File: src/rtl/certuspro_nx_evn_pkg.sv
// Board-level constants and shared types for the CertusPro-NX evaluation board.
package certuspro_nx_evn_pkg;

  localparam int unsigned LED_COUNT = 8;
  localparam real CLK_12MHZ_FREQUENCY = 12.0e6;

  typedef logic [7:0] led_level_t;

  typedef enum logic {
    IDLE = 1'b0,
    FADE = 1'b1
  } led_fader_state_t;

endpackage

File: src/rtl/led_pwm_channel.sv
// One LED channel: linear level ramp toward an on/off target plus PWM compare
// driving a registered active-low pin.
module led_pwm_channel
  import certuspro_nx_evn_pkg::*;
#(
  parameter int unsigned PWM_BITS = 8
) (
  input  logic                clk,
  input  logic                rst,
  input  logic                load,
  input  logic                tgt_on,
  input  logic                tick,
  input  logic [PWM_BITS-1:0] pwm_cnt,
  output logic                led_n,
  output logic                at_target_c
);

  localparam logic [PWM_BITS-1:0] FULL = '1;

  logic [PWM_BITS-1:0] level_q, level_d;
  logic [PWM_BITS-1:0] target_q, target_d;
  logic                led_n_q, led_n_d;
  logic                lit;

  // Reports the post-step compare so the FSM can leave FADE on the final tick.
  always_comb begin
    target_d = target_q;
    level_d  = level_q;
    if (load) begin
      target_d = tgt_on ? FULL : '0;
    end
    if (tick) begin
      if (level_q < target_q) begin
        level_d = level_q + PWM_BITS'(1);
      end else if (level_q > target_q) begin
        level_d = level_q - PWM_BITS'(1);
      end
    end
    at_target_c = (level_d == target_q);
    lit         = (pwm_cnt < level_q) || (level_q == FULL);
    led_n_d     = ~lit;
  end

  always_ff @(posedge clk or posedge rst) begin
    if (rst) begin
      level_q  <= '0;
      target_q <= '0;
      led_n_q  <= 1'b1;
    end else begin
      level_q  <= level_d;
      target_q <= target_d;
      led_n_q  <= led_n_d;
    end
  end

  assign led_n = led_n_q;

endmodule

File: src/rtl/led_fader.sv
// LED output stage: accepts an on/off pattern, fades each channel linearly
// toward it and drives active-low PWM pins.
module led_fader
  import certuspro_nx_evn_pkg::*;
#(
  parameter int unsigned FADE_DIV = 11765,
  parameter int unsigned PWM_BITS = 8
) (
  input  logic                 clk_12mhz,
  input  logic                 rst,
  input  logic [LED_COUNT-1:0] pattern,
  input  logic                 pattern_valid,
  output logic                 pattern_ready,
  output logic                 busy,
  output logic [LED_COUNT-1:0] led
);

  localparam int unsigned DIV_W = (FADE_DIV > 1) ? $clog2(FADE_DIV) : 1;

  led_fader_state_t    state_q, state_d;
  logic                ready_q, busy_q;
  logic [DIV_W-1:0]    div_q, div_d;
  logic [PWM_BITS-1:0] pwm_cnt_q, pwm_cnt_d;
  logic                load, tick, all_at_target;
  logic [LED_COUNT-1:0] at_target_c;

  assign all_at_target = &at_target_c;

  // Divider only runs while fading and restarts from zero on every transfer.
  always_comb begin
    load      = (state_q == IDLE) && pattern_valid;
    tick      = (state_q == FADE) && (div_q == DIV_W'(FADE_DIV - 1));
    div_d     = '0;
    pwm_cnt_d = pwm_cnt_q + PWM_BITS'(1);
    state_d   = state_q;
    if (state_q == FADE && !tick) begin
      div_d = div_q + DIV_W'(1);
    end
    if (state_q == IDLE) begin
      if (pattern_valid) begin
        state_d = FADE;
      end
    end else if (tick && all_at_target) begin
      state_d = IDLE;
    end
  end

  always_ff @(posedge clk_12mhz or posedge rst) begin
    if (rst) begin
      state_q   <= IDLE;
      ready_q   <= 1'b1;
      busy_q    <= 1'b0;
      div_q     <= '0;
      pwm_cnt_q <= '0;
    end else begin
      state_q   <= state_d;
      ready_q   <= (state_d == IDLE);
      busy_q    <= (state_d == FADE);
      div_q     <= div_d;
      pwm_cnt_q <= pwm_cnt_d;
    end
  end

  assign pattern_ready = ready_q;
  assign busy          = busy_q;

  for (genvar i = 0; i < LED_COUNT; i++) begin : g_ch
    led_pwm_channel #(
      .PWM_BITS(PWM_BITS)
    ) u_ch (
      .clk        (clk_12mhz),
      .rst        (rst),
      .load       (load),
      .tgt_on     (pattern[i]),
      .tick       (tick),
      .pwm_cnt    (pwm_cnt_q),
      .led_n      (led[i]),
      .at_target_c(at_target_c[i])
    );
  end

endmodule
File: config.mk
export PLATFORM = sky130hd
export DESIGN_NAME = led_fader
export DESIGN_NICKNAME = d
export VERILOG_FILES = /design/src/rtl/certuspro_nx_evn_pkg.sv /design/src/rtl/led_pwm_channel.sv /design/src/rtl/led_fader.sv
export SDC_FILE = /design/constraint.sdc
export NUM_CORES = 1
export LEC_CHECK = 0
export BUFFER_PORTS_ARGS = -buffer_cell sky130_fd_sc_hd__buf_2
export CAP_MARGIN = 20
export CELL_PAD_IN_SITES_DETAIL_PLACEMENT = 1
export CELL_PAD_IN_SITES_GLOBAL_PLACEMENT = 1
export CORE_MARGIN = 2
export CORE_UTILIZATION = 40
export CTS_CLUSTER_DIAMETER = 100
export DETAILED_ROUTE_END_ITERATION = 8
export PLACE_DENSITY_LB_ADDON = 0.1
export SLEW_MARGIN = 0
export SYNTH_ARGS = -nofsm -noshare
export SYNTH_HDL_FRONTEND = slang
export SYNTH_SLANG_ARGS = --single-unit
File: constraint.sdc
create_clock -name clk_12mhz -period 5.2 [get_ports clk_12mhz]
set_input_delay 0 -clock clk_12mhz [delete_from_list [all_inputs] [get_ports clk_12mhz]]
set_output_delay 0 -clock clk_12mhz [all_outputs]
set_load 0.01 [all_outputs]
==> impl_metrics.env <==
export IMPL_worst_ep_required_time_ns=5.44
export IMPL_start_util=0.4037
export IMPL_cts_resized_gates=0
export IMPL_fin_crit_ns=4.222
export IMPL_synth_fp_nets=1235
export IMPL_finalHoldViolCount=0
export IMPL_timing_slew_headroom=0.3660
export IMPL_total_of_endpoints_with_negative_setup_slack_in_the_final_report=0
export IMPL_cts_buffer_depth=2
export IMPL_cp_max_fo=15
export IMPL_drt_wl_total_mm=28.79
export IMPL_count_of_final_max_slew_check_failures=0
export IMPL_ys_seq_elements=104
export IMPL_regToRegSetupSlack_ns=0.98
export IMPL_cts_clk_slew_worst_paths_ns=0.07
export IMPL_type_of_the_worst_setup_path="flip-flop to flip-flop"
export IMPL_tritoncts="done"
export IMPL_synthToLayoutAreaGrowth_pct=8.914
export IMPL_post_synth_num_cell_types=73
export IMPL_route_vias_total=8473
export IMPL_io_pin_count=21
export IMPL_cts_root_buf="sky130_fd_sc_hd__clkbuf_16"
export IMPL_synth_yosys_seq_area_share=0.2783
export IMPL_place_gp_congestion=0.8707
export IMPL_total_track_usage=0.2423
export IMPL_place_detailed_instances=1399
export IMPL_final_setup_tns_ns=0
export IMPL_timing_critical_path_from_type="flip-flop"
export IMPL_antenna_cells_inserted=0
export IMPL_power_ir_vdd_worst_mv=0.1549
export IMPL_num_rows=56
export IMPL_io_buffers=20
export IMPL_hpwl_mm=21.33
export IMPL_pin_count_of_the_biggest_net_entering_global_routing=68
export IMPL_most_common_layout_cells="sky130_fd_sc_hd__ha_1, sky130_fd_sc_hd__dfrtp_1, sky130_fd_sc_hd__inv_1"
export IMPL_drive_above_1_share=0.06962
export IMPL_synthFlopType="sky130_fd_sc_hd__dfrtp_1"
export IMPL_cts_made_buffers=9
export IMPL_setup_worst_path_end_class="flip-flop"
export IMPL_worst_slew_pin_slew_ns=0.9510
export IMPL_yosys_warnings=0
export IMPL_number_of_enable_type_register_cells_in_the_synthesized_netlist=0
export IMPL_dieArea_um2=24720
export IMPL_run_status="finished clean"
export IMPL_type_of_the_worst_min_delay_path="input port to async pin"
export IMPL_finalClockSkew_ns=0.007456
export IMPL_ant_nets=0
export IMPL_fin_worst_hold_slack_ns=0.3911
export IMPL_grt_first_pass_wirelength_mm=47.09
export IMPL_total_power_w=0.001923
export IMPL_final_min_period_over_clock_period=0.8120
export IMPL_rsz0062_at_grt="no"
export IMPL_grt_overflow=0
export IMPL_grt_antenna_before_repair=0
export IMPL_mostFrequentLayoutCell="sky130_fd_sc_hd__ha_1"
export IMPL_initialDrtViolationCount=377
export IMPL_maxClockFrequency_ghz=0.2368
export IMPL_syn_cell_area_um2=9390
export IMPL_grt_pass1_vias=8592
export IMPL_worstSkewPairLatency_ns=0.35
export IMPL_cts_sinks=104
export IMPL_dr_pass1_iters=5
export IMPL_die_y_um=157.2
export IMPL_core_area_um2=23260
export IMPL_wire_per_inst_um=20.20
export IMPL_timing_critical_path_arrival_ns=4.46
export IMPL_timing_max_cap_violations=0
export IMPL_syn_mean_instance_area_um2=8.655
export IMPL_instances_no_fill=1425
export IMPL_route_detailed_vias_per_inst=5.946
export IMPL_cts_htree_levels=3
export IMPL_p_leak_nw=4.459
export IMPL_detail_route_drc_violations=0
export IMPL_power_density_nw_per_um2=188.0
export IMPL_final_net_count=1251
export IMPL_synth_cells=1085
export IMPL_fp_dieW_um=157.2
export IMPL_async_flop_share=1.000
==> critical path: stages (launching register included) <==
cell	delay, ns
sky130_fd_sc_hd__dfrtp_1	0.40
sky130_fd_sc_hd__inv_1	0.08
sky130_fd_sc_hd__ha_1	0.19
sky130_fd_sc_hd__nor2b_1	0.41
sky130_fd_sc_hd__and3_1	0.76
sky130_fd_sc_hd__and3_1	0.30
sky130_fd_sc_hd__a21o_1	0.14
sky130_fd_sc_hd__xnor2_1	0.09
sky130_fd_sc_hd__or4_1	0.49
sky130_fd_sc_hd__or4_1	0.48
sky130_fd_sc_hd__a2111o_1	0.40
sky130_fd_sc_hd__o32a_1	0.36
==> area by class of cell <==
type,count,area [um^2]
fill,2812,13040
multi-input combinational,856,6285
sequential,104,2614
tap,319,399.1
inverter,91,344.1
timing repair buffer,39,267.8
clock buffer,12,266.5
clock inverter,4,51.30
==> repair_timing <==
action                    in CTS  in global routing
hold endpoints to repair      70                  0
buffers inserted               0                  0
hold buffers                  10                  0
==> synth_stat cells, types with 7 or more instances <==
library cell,number,share of area
sky130_fd_sc_hd__a211oi_1,7,0.0056
sky130_fd_sc_hd__a21o_1,31,0.025
sky130_fd_sc_hd__a21oi_1,62,0.033
sky130_fd_sc_hd__and3_1,25,0.017
sky130_fd_sc_hd__and4_1,9,0.0084
sky130_fd_sc_hd__buf_4,8,0.0064
sky130_fd_sc_hd__clkbuf_1,20,0.0080
sky130_fd_sc_hd__dfrtp_1,95,0.25
sky130_fd_sc_hd__dfstp_2,9,0.025
sky130_fd_sc_hd__ha_1,139,0.19
sky130_fd_sc_hd__inv_1,91,0.036
sky130_fd_sc_hd__mux2i_1,15,0.016
sky130_fd_sc_hd__nand2_1,58,0.023
sky130_fd_sc_hd__nand2b_1,14,0.0093
sky130_fd_sc_hd__nand3_1,35,0.019
sky130_fd_sc_hd__nand4_1,53,0.035
sky130_fd_sc_hd__nor2_1,59,0.024
sky130_fd_sc_hd__nor2b_1,20,0.013
sky130_fd_sc_hd__nor3_1,34,0.018
sky130_fd_sc_hd__nor4_1,24,0.016
sky130_fd_sc_hd__o2111ai_1,8,0.0075
sky130_fd_sc_hd__o211ai_1,25,0.020
sky130_fd_sc_hd__o21ai_0,48,0.026
sky130_fd_sc_hd__or2_2,13,0.0087
sky130_fd_sc_hd__or3_1,14,0.0093
sky130_fd_sc_hd__or4_1,15,0.012
sky130_fd_sc_hd__xnor2_1,43,0.040
sky130_fd_sc_hd__xor2_1,12,0.011
==> stage by stage <==
stage	worst slack, ns	area, um^2	utilization
3_3_place_gp	1.035	9809	0.4217
5_1_grt	0.7197	10230	0.4397
3_5_place_dp	0.9738	9809	0.4217
2_1_floorplan	1.457	9390	-
6_report	0.9777	10230	0.4397
4_1_cts	0.9609	10230	0.4397
==> report_power, final <==
group          switching (W)  internal, W
Combinational       0.000174     0.000107
Sequential         0.0000480     0.000844
Clock               0.000336     0.000414
Total               0.000558      0.00136
==> routing by layer <==
metal  wire [um]  vias up  global-route usage  part of all wire
li1            -     4084                   -                 -
met5           0        -                   0                 0
met3         919       19             0.02753             0.032
met1       14440     4228              0.3494              0.50
met4         376        0             0.04892             0.013
met2       13050      142              0.3918              0.45
==> flip-flops by register name, indices dropped and copies added (netlist names) <==
register and cells:
div_q 14, g_ch.u_ch.level_q 64, g_ch.u_ch.target_q 8, g_ch.u_ch.led_n 8, busy 1, pwm_cnt_q 8, pattern_ready 1
==> worst paths after layout <==
path,startpoint,endpoint,cells past startpoint
setup / recovery,div_q[0]$_DFF_PP0_,busy$_DFF_PP0_,11
hold / removal,rst,g_ch[1].u_ch.level_q[4]$_DFF_PP0_,3
setup reg to reg,div_q[0]$_DFF_PP0_,busy$_DFF_PP0_,11
hold reg to reg,div_q[0]$_DFF_PP0_,div_q[0]$_DFF_PP0_,1
max in group asynchronous,rst,g_ch[6].u_ch.led_n$_DFF_PP1_,4
min in group clk_12mhz,pattern[0],g_ch[0].u_ch.target_q[6]$_DFFE_PP0P_,4
==> cell families after synthesis <==
logic type,count (synthesis),synth area share
multiplexers,15,0.01599
AO/OA/AOI/OAI,250,0.1776
flip-flops,104,0.2783
AND/OR/NAND/NOR,397,0.2380
XOR/XNOR,55,0.05130
buffers and inverters,125,0.05356
adder cells (fa/ha/maj),139,0.1852
No activity file was read; power rests on OpenSTA's default activity.
